$ cat src/rtl/ip_rx_protocol_dispatch_pkg.sv
`default_nettype none
// ============================================================================
// Module   : ip_rx_protocol_dispatch_pkg
// Purpose  : Shared IPv4 constants, route/state types and small helpers for
//            the IPv4 RX protocol dispatcher.
// Revision : 1.0 - initial release
// ============================================================================
package ip_rx_protocol_dispatch_pkg;

  localparam logic [7:0] IPV4_PROTO_ICMP = 8'h01;
  localparam logic [7:0] IPV4_PROTO_TCP  = 8'h06;
  localparam logic [7:0] IPV4_PROTO_UDP  = 8'h11;
  localparam int         IPV4_HDR_BYTES  = 20;

  typedef enum logic [1:0] {
    ROUTE_ICMP = 2'd0,
    ROUTE_TCP  = 2'd1,
    ROUTE_UDP  = 2'd2
  } route_t;

  typedef enum logic [1:0] {
    ST_HDR   = 2'd0,
    ST_FWD   = 2'd1,
    ST_DRAIN = 2'd2,
    ST_DROP  = 2'd3
  } dispatch_state_t;

  // Number of beats needed to hold the fixed 20-byte IPv4 header.
  function automatic int dec_beats(input int width);
    return (IPV4_HDR_BYTES * 8 + width - 1) / width;
  endfunction

  function automatic logic proto_supported(input logic [7:0] proto);
    return (proto == IPV4_PROTO_ICMP) || (proto == IPV4_PROTO_TCP) ||
           (proto == IPV4_PROTO_UDP);
  endfunction

  function automatic route_t proto_route(input logic [7:0] proto);
    case (proto)
      IPV4_PROTO_ICMP: return ROUTE_ICMP;
      IPV4_PROTO_TCP:  return ROUTE_TCP;
      default:         return ROUTE_UDP;
    endcase
  endfunction

endpackage
`default_nettype wire

$ cat src/rtl/ip_rx_protocol_dispatch_hdr_fifo.sv
`default_nettype none
// ============================================================================
// Module   : ip_rx_hdr_fifo
// Purpose  : Small shift-register FIFO with flush. Entry 0 is always the head,
//            so the head is a plain register and the whole contents can be
//            peeked in arrival order (used for header parsing).
// Revision : 1.0 - initial release
// ============================================================================
module ip_rx_hdr_fifo
  import ip_rx_protocol_dispatch_pkg::*;
#(
  parameter int  DEPTH = 3,
  parameter int  DW    = 8,
  localparam int CNT_W = $clog2(DEPTH + 1)
) (
  input  logic                clk,
  input  logic                rst_n,
  input  logic                flush,
  input  logic                push,
  input  logic [DW-1:0]       push_data,
  input  logic                pop,
  output logic [DW-1:0]       head,
  output logic [DEPTH*DW-1:0] peek,
  output logic                empty,
  output logic                full,
  output logic [CNT_W-1:0]    count
);

  logic [DW-1:0]    mem     [DEPTH];
  logic [DW-1:0]    mem_nxt [DEPTH];
  logic [CNT_W-1:0] wr_idx;

  // Next storage contents: shift down on pop, write new entry behind the tail.
  always_comb begin
    wr_idx = pop ? (count - CNT_W'(1)) : count;
    for (int i = 0; i < DEPTH; i++) begin
      mem_nxt[i] = pop ? mem[(i < DEPTH - 1) ? i + 1 : i] : mem[i];
      if (push && (wr_idx == CNT_W'(i))) begin
        mem_nxt[i] = push_data;
      end
    end
  end

  // Storage needs no reset; validity is tracked by count.
  always_ff @(posedge clk) begin
    for (int i = 0; i < DEPTH; i++) begin
      mem[i] <= mem_nxt[i];
    end
  end

  // Occupancy counter; flush empties the FIFO in one cycle.
  always_ff @(posedge clk or negedge rst_n) begin
    if (!rst_n) begin
      count <= '0;
    end else if (flush) begin
      count <= '0;
    end else begin
      count <= count + CNT_W'(push) - CNT_W'(pop);
    end
  end

  // Head, peek and status flags come straight from registers.
  always_comb begin
    head  = mem[0];
    empty = (count == '0);
    full  = (count == CNT_W'(DEPTH));
    for (int i = 0; i < DEPTH; i++) begin
      peek[i*DW +: DW] = mem[i];
    end
  end

endmodule
`default_nettype wire

$ cat src/rtl/ip_rx_protocol_dispatch.sv
`default_nettype none
// ============================================================================
// Module   : ip_rx_protocol_dispatch
// Purpose  : Parses the IPv4 header of each incoming packet and steers the
//            whole packet to the UDP, TCP or ICMP output stream, dropping
//            malformed, foreign or unsupported packets. Header beats are
//            buffered until the routing decision is made.
// Options  : IP_RX_DISPATCH_STATS_EN adds saturating drop/runt counters.
// Revision : 1.0 - initial release
// ============================================================================
module ip_rx_protocol_dispatch
  import ip_rx_protocol_dispatch_pkg::*;
#(
  parameter int WIDTH = 64
) (
  input  logic               net_clk,
  input  logic               net_aresetn,
  input  logic [31:0]        local_ip_address,

  input  logic [WIDTH-1:0]   s_axis_rx_data_tdata,
  input  logic [WIDTH/8-1:0] s_axis_rx_data_tkeep,
  input  logic               s_axis_rx_data_tlast,
  input  logic               s_axis_rx_data_tvalid,
  output logic               s_axis_rx_data_tready,

  output logic [WIDTH-1:0]   m_axis_udp_data_tdata,
  output logic [WIDTH/8-1:0] m_axis_udp_data_tkeep,
  output logic               m_axis_udp_data_tlast,
  output logic               m_axis_udp_data_tvalid,
  input  logic               m_axis_udp_data_tready,

  output logic [WIDTH-1:0]   m_axis_tcp_data_tdata,
  output logic [WIDTH/8-1:0] m_axis_tcp_data_tkeep,
  output logic               m_axis_tcp_data_tlast,
  output logic               m_axis_tcp_data_tvalid,
  input  logic               m_axis_tcp_data_tready,

  output logic [WIDTH-1:0]   m_axis_icmp_data_tdata,
  output logic [WIDTH/8-1:0] m_axis_icmp_data_tkeep,
  output logic               m_axis_icmp_data_tlast,
  output logic               m_axis_icmp_data_tvalid,
`ifdef IP_RX_DISPATCH_STATS_EN
  output logic [31:0]        drop_count,
  output logic [15:0]        runt_count,
`endif
  input  logic               m_axis_icmp_data_tready
);

  localparam int         KEEP_W       = WIDTH / 8;
  localparam int         DEC_BEATS    = dec_beats(WIDTH);
  localparam int         ENT_W        = WIDTH + KEEP_W + 1;
  localparam int         HDR_W        = DEC_BEATS * WIDTH;
  localparam int         CNT_W        = $clog2(DEC_BEATS + 1);
  localparam logic [1:0] LAST_HDR_IDX = 2'(DEC_BEATS - 1);

  dispatch_state_t state;
  route_t          route;
  logic            route_en;
  logic            alive;
  logic [1:0]      hdr_idx;

  logic [ENT_W-1:0]           fifo_head;
  logic [DEC_BEATS*ENT_W-1:0] fifo_peek;
  logic                       fifo_empty;
  logic                       fifo_full;
  logic [CNT_W-1:0]           fifo_count;
  logic                       push;
  logic                       pop;
  logic                       flush;

  logic             accept;
  logic             is_dec;
  logic             is_runt;
  logic             hdr_ok;
  logic [HDR_W-1:0] hdr_vec;
  logic [3:0]       hdr_version;
  logic [7:0]       hdr_proto;
  logic [31:0]      hdr_dst;
  logic             sel_ready;
  logic             unused_bits;

  // Header view: buffered beats in arrival order plus the decision beat.
  always_comb begin
    hdr_vec = '0;
    for (int k = 0; k < DEC_BEATS; k++) begin
      if (k == DEC_BEATS - 1) begin
        hdr_vec[k*WIDTH +: WIDTH] = s_axis_rx_data_tdata;
      end else begin
        hdr_vec[k*WIDTH +: WIDTH] = fifo_peek[k*ENT_W +: WIDTH];
      end
    end
    hdr_version = hdr_vec[7:4];
    hdr_proto   = hdr_vec[79:72];
    hdr_dst     = hdr_vec[159:128];
    hdr_ok      = (hdr_version == 4'd4) &&
                  ((hdr_dst == local_ip_address) || (hdr_dst == 32'hFFFF_FFFF)) &&
                  proto_supported(hdr_proto);
  end

  assign unused_bits = ^{fifo_peek, hdr_vec};

  // Handshake, FIFO control and input ready per state.
  always_comb begin
    case (route)
      ROUTE_ICMP: sel_ready = m_axis_icmp_data_tready;
      ROUTE_TCP:  sel_ready = m_axis_tcp_data_tready;
      default:    sel_ready = m_axis_udp_data_tready;
    endcase
    pop = !fifo_empty && route_en && sel_ready;

    case (state)
      ST_HDR:   s_axis_rx_data_tready = alive && !fifo_full;
      ST_FWD:   s_axis_rx_data_tready = !fifo_full || pop;
      ST_DRAIN: s_axis_rx_data_tready = 1'b0;
      default:  s_axis_rx_data_tready = 1'b1;
    endcase

    accept  = s_axis_rx_data_tvalid && s_axis_rx_data_tready;
    is_dec  = (state == ST_HDR) && accept && (hdr_idx == LAST_HDR_IDX);
    is_runt = (state == ST_HDR) && accept && s_axis_rx_data_tlast &&
              (hdr_idx != LAST_HDR_IDX);
    flush   = is_runt || (is_dec && !hdr_ok);
    push    = accept && !flush && ((state == ST_HDR) || (state == ST_FWD));
  end

  ip_rx_hdr_fifo #(
    .DEPTH (DEC_BEATS),
    .DW    (ENT_W)
  ) u_hdr_fifo (
    .clk       (net_clk),
    .rst_n     (net_aresetn),
    .flush     (flush),
    .push      (push),
    .push_data ({s_axis_rx_data_tlast, s_axis_rx_data_tkeep, s_axis_rx_data_tdata}),
    .pop       (pop),
    .head      (fifo_head),
    .peek      (fifo_peek),
    .empty     (fifo_empty),
    .full      (fifo_full),
    .count     (fifo_count)
  );

  // Dispatch FSM: header collection, forwarding, draining and dropping.
  always_ff @(posedge net_clk or negedge net_aresetn) begin
    if (!net_aresetn) begin
      state    <= ST_HDR;
      route    <= ROUTE_UDP;
      route_en <= 1'b0;
      alive    <= 1'b0;
      hdr_idx  <= '0;
    end else begin
      alive <= 1'b1;
      case (state)
        ST_HDR: begin
          if (is_runt) begin
            hdr_idx <= '0;
          end else if (is_dec) begin
            hdr_idx <= '0;
            if (hdr_ok) begin
              route    <= proto_route(hdr_proto);
              route_en <= 1'b1;
              state    <= s_axis_rx_data_tlast ? ST_DRAIN : ST_FWD;
            end else begin
              state <= s_axis_rx_data_tlast ? ST_HDR : ST_DROP;
            end
          end else if (accept) begin
            hdr_idx <= hdr_idx + 2'd1;
          end
        end
        ST_FWD: begin
          if (accept && s_axis_rx_data_tlast) begin
            state <= ST_DRAIN;
          end
        end
        ST_DRAIN: begin
          if (fifo_empty || (pop && (fifo_count == CNT_W'(1)))) begin
            route_en <= 1'b0;
            state    <= ST_HDR;
          end
        end
        default: begin
          if (accept && s_axis_rx_data_tlast) begin
            state <= ST_HDR;
          end
        end
      endcase
    end
  end

  // All outputs share the FIFO head; only the routed one is valid.
  always_comb begin
    m_axis_udp_data_tdata   = fifo_head[WIDTH-1:0];
    m_axis_udp_data_tkeep   = fifo_head[WIDTH +: KEEP_W];
    m_axis_udp_data_tlast   = fifo_head[ENT_W-1];
    m_axis_tcp_data_tdata   = fifo_head[WIDTH-1:0];
    m_axis_tcp_data_tkeep   = fifo_head[WIDTH +: KEEP_W];
    m_axis_tcp_data_tlast   = fifo_head[ENT_W-1];
    m_axis_icmp_data_tdata  = fifo_head[WIDTH-1:0];
    m_axis_icmp_data_tkeep  = fifo_head[WIDTH +: KEEP_W];
    m_axis_icmp_data_tlast  = fifo_head[ENT_W-1];
    m_axis_udp_data_tvalid  = !fifo_empty && route_en && (route == ROUTE_UDP);
    m_axis_tcp_data_tvalid  = !fifo_empty && route_en && (route == ROUTE_TCP);
    m_axis_icmp_data_tvalid = !fifo_empty && route_en && (route == ROUTE_ICMP);
  end

`ifdef IP_RX_DISPATCH_STATS_EN
  // Saturating counters of dropped packets and of runts among them.
  always_ff @(posedge net_clk or negedge net_aresetn) begin
    if (!net_aresetn) begin
      drop_count <= '0;
      runt_count <= '0;
    end else begin
      if (flush && (drop_count != 32'hFFFF_FFFF)) begin
        drop_count <= drop_count + 32'd1;
      end
      if (is_runt && (runt_count != 16'hFFFF)) begin
        runt_count <= runt_count + 16'd1;
      end
    end
  end
`endif

endmodule
`default_nettype wire

$ cat config.mk
export PLATFORM = sky130hd
export DESIGN_NAME = ip_rx_protocol_dispatch
export DESIGN_NICKNAME = d
export VERILOG_FILES = /design/src/rtl/ip_rx_protocol_dispatch_pkg.sv /design/src/rtl/ip_rx_protocol_dispatch_hdr_fifo.sv /design/src/rtl/ip_rx_protocol_dispatch.sv
export SDC_FILE = /design/constraint.sdc
export NUM_CORES = 1
export LEC_CHECK = 0
export ABC_AREA = 1
export ABC_CLOCK_PERIOD_IN_PS = 7800
export CORE_MARGIN = 5
export CORE_UTILIZATION = 45
export CTS_CLUSTER_SIZE = 28
export DETAILED_ROUTE_END_ITERATION = 16
export PLACE_DENSITY = 0.87
export SYNTH_ARGS = -nofsm -noshare
export SYNTH_HDL_FRONTEND = slang
export SYNTH_SLANG_ARGS = --single-unit
$ cat constraint.sdc
create_clock -name net_clk -period 7.8 [get_ports net_clk]
set_input_delay 1.56 -clock net_clk [delete_from_list [all_inputs] [get_ports net_clk]]
set_output_delay 1.56 -clock net_clk [all_outputs]
set_load 0.01 [all_outputs]
==> results.yml, run 1 <==
status:
  status: "finished clean"
sta:
  max-slew-margin-rel_pct: 26.2
  max_slew.worst_pin.slew_ps: 1110
  setup-tns-final_ps: 0
  slew_viol_final: 0
  rsz0062_at_grt: "false"
  skew_ps: 15.7
  post-route-period-util_pct: 64.7
  setup_slack_ps: 2750
  layout_min_cycle_time_ps: 5050
  fin_hold_ws_ps: 486
  fmax_mhz: 198
  setup_viol: 0
  hold_viol_final: 0
setup_path:
  critPathLaunch: "s_axis_rx_data_tdata[22]"
  startpoint_type: "primary input"
  crit_fanout: 63
  ff2ff_path_depth: 13
  end_kind: "flop"
  r2r_start: "u_hdr_fifo.count[1]"
  critPathArrivalTime_ps: 5230
  cp.required_ps: 7990
  crit_type: "primary input to flop"
floorplanning:
  die_h_um: 174
  core_um2: 26700
  dieArea_um2: 30200
  rows: 60
  io_pins: 334
  start_util_pct: 45.2
  die_width_um: 174
route:
  via_count: 8537
  antenna_left: 0
  routedWlPerCell_um: 18.6
  dr.pass1.iters: 5
  drt_wl_total_um: 30100
  drt-initial-drc-count: 891
  avgViaCountPerCell: 5.28
  drc: 0
cells_and_area:
  area_delta_synth_final_pct: 21.8
  multiInputGateArea_um2: 3050
  diodes: 0
  seqCellArea_um2: 6830
  layout-drive-gt1-share_pct: 5.25
  n_fill_cell: 2166
  final_cell_count_no_fill: 1618
  nets: 1377
clock_tree:
  ctsHoldBuffers: 0
  cts.clk_slew.worst_paths_ps: 60
  post_cts_buffers: 0
  clockBufferDepth: 3
  cts_resized: 0
  cts_tree: "yes"
  cts_buffers: 24
  clock_sinks: 229
  clk_latency_ps: 510
  cts_max_level: 1
  root_buffer: "clkbuf_16"
synthesis:
  synth_cell_types: 32
  yosys_warnings: 0
  async_reset_ff_share_pct: 4.37
  yosysSeqAreaShare_pct: 56.6
  synth_top_area_share_pct: 54.6
  synth_top_flop_cell: "edfxtp_1"
  ys_top_cells_by_area: "edfxtp_1, buf_4, nand2_1"
  synthMuxAreaShare_pct: 0
  synth_cells: 1174
  synth-edff-count: 219
  syn_area_um2: 12100
  yosysMostFrequentCell: "nand2_1"
  synth_largest_area_cell: "edfxtp_1"
  synth-compound-area-share_pct: 0.488
  synth_simple_gate_area_share_pct: 22.0
  synth_fa_ha_area_share_pct: 0.623
  synth_common_cells: "nand2_1, buf_4, edfxtp_1"
  synth_seq_cells: 229
  synth_top_family_by_area: "simple AND/OR/NAND/NOR gates"
  syn_nets: 1291
  avgSynthCellArea_um2: 10.3
  synth_xor_area_share_pct: 1.82
min_path:
  holdPathStages: 2
  hold_path.class: "flop to flop"
  hold_path_startpoint: "route_en"
global_routing:
  grt_pass1_vias: 8395
  antenna_found_initial: 1
  grt_pass1_wl_um: 46200
  overflow: 0
  grt.total_usage_pct: 18.8
  grt_max_degree: 87
power_and_ir_drop:
  power_mw: 4.00
  p_per_area_nw_per_um2: 272
  irDropWorstVdd_v: 0.000292
  p_leak_nw: 5.68
place:
  pre_cts_ws_ps: 2140
  dp_cells: 1575
  dp.final_hpwl_um: 19700
  port_buffers: 333
  globalplace.congestion: 0.818
run:
  drv_cap: 0
area by class of cell:
class	instances	area share, %
Timing Repair Buffer	342	23.2
Inverter	41	1.05
Clock inverter	17	1.25
Sequential cell	229	46.5
Clock buffer	26	4.29
Tap cell	341	2.91
Multi-Input combinational cell	622	20.8
cells by family after synthesis:
group / after synthesis
buffers and inverters: 323
AND/OR/NAND/NOR: 582
XOR/XNOR: 25
AO/OA/AOI/OAI: 8
other: 1
adder cells (fa/ha/maj): 6
flip-flops: 229
per-layer routing:
metal  routed length (µm)  global-route usage, %  vias up
met1                11400                   22.7     4067
met3                 2390                   3.47       59
met5                   13                      0        -
met4                  825                   5.91        2
li1                     -                      -     3987
met2                15500                   34.0      422
through the flow:
step / area [µm²] / utilization [%]
after floorplan: 12100 / -
after global placement: 13900 / 52.1
after detailed placement: 13900 / 52.1
after CTS: 14700 / 55.1
after global routing: 14700 / 55.1
final: 14700 / 55.1
cell usage in the layout, fill, tap and decap left out, types with 2 or more instances in the layout:
| master | count |
|---|---|
| inv_1 | 34 |
| clkinvlp_4 | 2 |
| clkinv_2 | 6 |
| inv_2 | 6 |
| nand2_4 | 2 |
| nand3b_1 | 2 |
| o21ai_0 | 5 |
| nor3_2 | 2 |
| ha_1 | 6 |
| xnor2_1 | 24 |
| nand4_1 | 155 |
| clkinv_1 | 6 |
| nand3_1 | 13 |
| nor3_1 | 8 |
| dfrtp_1 | 9 |
| edfxtp_1 | 219 |
| buf_4 | 8 |
| clkbuf_16 | 25 |
| nand2_1 | 374 |
| bufinv_16 | 4 |
| nor2_4 | 5 |
| nor2_1 | 17 |
| clkdlybuf4s50_1 | 333 |
worst max-delay path, cell delays in order:
cell and delay (ps):
clkdlybuf4s50_1 650, xnor2_1 160, nand2_1 80, nor2_1 100, nand2_1 110, nor2_1 150, nand2_1 80, nand2_1 130
nand2_2 120, a21oi_4 140, buf_4 530, nand2_1 210, nor2_4 870, buf_12 330
state kept, by name, summed over array words and instances (netlist names):
register,count
alive,1
hdr_idx,2
route,2
route_en,1
state,2
u_hdr_fifo.count,2
u_hdr_fifo.mem,219
worst paths after layout:
path	endpoint	slack (ps)
setup / recovery	u_hdr_fifo.mem[0][194]	2750
hold / removal	route_en	490
setup reg to reg	u_hdr_fifo.mem[0][33]	3640
hold reg to reg	route_en	490
max in group asynchronous	route[1]	6090
min in group asynchronous	route[0]	1370
power by group:
part	leakage (nW)	internal [mW]	switching, mW
sequential	2.10	1.57	0.0772
combinational	3.18	0.436	0.730
clock	0.397	0.713	0.471
total	5.68	2.72	1.28
Power figures use the tool's default switching activity.
==> run 2: changes to the inputs <==
--- a/config.mk
+++ b/config.mk
@@ -6,12 +6,12 @@
 export NUM_CORES = 1
 export LEC_CHECK = 0
 export ABC_AREA = 1
-export ABC_CLOCK_PERIOD_IN_PS = 7800
+export ABC_CLOCK_PERIOD_IN_PS = 4600
 export CORE_MARGIN = 5
-export CORE_UTILIZATION = 45
+export CORE_UTILIZATION = 44
 export CTS_CLUSTER_SIZE = 28
 export DETAILED_ROUTE_END_ITERATION = 16
-export PLACE_DENSITY = 0.87
+export PLACE_DENSITY = 0.88
 export SYNTH_ARGS = -nofsm -noshare
 export SYNTH_HDL_FRONTEND = slang
 export SYNTH_SLANG_ARGS = --single-unit
==> constraint.sdc (replaced) <==
create_clock -name net_clk -period 4.6 [get_ports net_clk]
set_input_delay 0.92 -clock net_clk [delete_from_list [all_inputs] [get_ports net_clk]]
set_output_delay 0.92 -clock net_clk [all_outputs]
set_load 0.01 [all_outputs]
==> results.yml, run 2 (same netlist as run 1, synthesis figures left out) <==
floorplanning:
  die_h_um: 176
  io_pins: 334
  start_util_pct: 44.7
  dieArea_um2: 30800
  core_um2: 27000
  rows: 60
  die_width_um: 176
power_and_ir_drop:
  p_int_mw: 4.46
  power_mw: 6.58
  p_per_area_nw_per_um2: 449
  swShare_pct: 32.3
  power_frac_comb_pct: 30.1
  netSwitchingPower_mw: 2.12
  p_leak_nw: 5.67
  irDropWorstVdd_v: 0.000318
  seq_power_share_pct: 42.5
  clock_power_share_pct: 27.4
global_routing:
  grt_pass1_wl_um: 46200
  grt.total_usage_pct: 18.5
  overflow: 0
  antenna_found_initial: 0
  grt_max_degree: 148
  grt_pass1_vias: 8719
setup_path:
  end_kind: "output port"
  cp_cell_sequence: "clkdlybuf4s50_1 -> nand3_1 -> nand3_1 -> nand2_1 -> nand3_1 -> nand2_1 -> nand2_1 -> clkdlybuf4s50_1"
  slowest_delay_ps: 550
  crit_family: "buffers and inverters"
  crit_fanout: 6
  cpMaxStageDelayCell: "clkdlybuf4s50_1"
  critPathLaunch: "m_axis_tcp_data_tready"
  critPathArrivalTime_ps: 2550
  r2r_start: "u_hdr_fifo.count[1]"
  path_buf_inv: 2
  startpoint_type: "primary input"
  cp.required_ps: 3680
  crit_type: "primary input to output port"
clock_tree:
  root_buffer: "clkbuf_16"
  ctsHoldBuffers: 0
  post_cts_buffers: 0
  cts_max_level: 1
  cts.clk_slew.worst_paths_ps: 60
  cts_tree: "yes"
  clk_latency_ps: 520
  cts_buffers: 25
  clock_sinks: 229
  clockBufferDepth: 3
  cts_resized: 0
status:
  status: "finished clean"
sta:
  max_slew.worst_pin.slew_ps: 884
  rsz0062_at_grt: "false"
  setup_viol: 0
  post-route-period-util_pct: 75.4
  slew_viol_final: 0
  layout_min_cycle_time_ps: 3470
  fmax_mhz: 288
  max-slew-margin-rel_pct: 41.1
  hold_viol_final: 0
  setup-tns-final_ps: 0
  skew_ps: 19.7
  setup_slack_ps: 1130
route:
  drc: 0
  avgViaCountPerCell: 5.29
  antenna_left: 0
  via_count: 8591
  drt_wl_total_um: 29800
  drt-initial-drc-count: 719
  wl_met2_um: 14900
  routedWlPerCell_um: 18.3
  top_layer_used: "met4"
  wl_met3_um: 2230
  drt-met1-wl_um: 11700
  dr.pass1.iters: 5
place:
  dp.final_hpwl_um: 20200
  globalplace.congestion: 0.808
  pre_cts_ws_ps: 645
  dp_cells: 1579
  port_buffers: 333
cells_and_area:
  layout-drive-gt1-share_pct: 4.84
  fin_util_pct: 54.4
  largest_reg_flops: 219
  most-common-layout-cells: "nand2_1, clkdlybuf4s50_1, edfxtp_1"
  nets: 1382
  diodes: 0
  multiInputGateArea_um2: 3050
  area_delta_synth_final_pct: 21.6
  seqCellArea_um2: 6830
  n_fill_cell: 2205
  final_cell_count_no_fill: 1623
  final_common_cell: "nand2_1"
  regMostFlops: "u_hdr_fifo.mem"
min_path:
  hold_path_startpoint: "route_en"
  hold_path.class: "flop to flop"
run:
  drv_cap: 0
run 2: worst reg2reg max path, stage by stage (launching register included):
cell     delay, ps
dfrtp_1        410
inv_1           80
ha_1           180
inv_1           70
nand2_1        120
inv_2           70
nand2_1        200
o21ai_0        660
nor2_4          60
nand4_1        200
buf_4          690
nand2_1        230
nand2_1        110
run 2: final cells by class:
class / instances / share of cell area, %
clock buffers: 29 / 4.37
clock inverters: 15 / 0.606
inverters: 41 / 1.05
multi-input cells: 622 / 20.8
flip-flops and latches: 229 / 46.6
well taps: 341 / 2.91
repair buffers: 346 / 23.7
run 2: per-layer routing:
layer	global-route usage (%)	vias to the layer above
met5	0	-
li1	-	4002
met1	22.5	4113
met3	4.18	67
met2	32.5	409
met4	6.40	0
run 2: power groups by stage:
stage          Combinational [mW]  Sequential [mW]  Clock [mW]
2_1_floorplan                1.40             2.81           0
3_3_place_gp                 1.92             2.83           0
3_5_place_dp                 1.97             2.84           0
4_1_cts                      1.98             2.80        1.85
5_1_grt                      2.16             2.82        1.95
6_report                     1.98             2.80        1.81
run 2: metrics by stage:
stage / hold WS, ps / cell area [µm²]
6_report: 489 / 14700
5_1_grt: 531 / 14700
4_1_cts: 492 / 14700
3_5_place_dp: 479 / 13900
3_3_place_gp: 461 / 13900
2_1_floorplan: 442 / 12100
run 2: final timing paths:
kind / depth (start not counted) / endpoint / slack [ps]
min in group asynchronous: 1 / alive / 740
worst max-delay path: 8 / s_axis_rx_data_tready / 1130
worst max register to register: 12 / u_hdr_fifo.mem[0][137] / 1400
worst min register to register: 2 / route_en / 490
worst min-delay path: 2 / route_en / 490
max in group asynchronous: 1 / route[1] / 3520
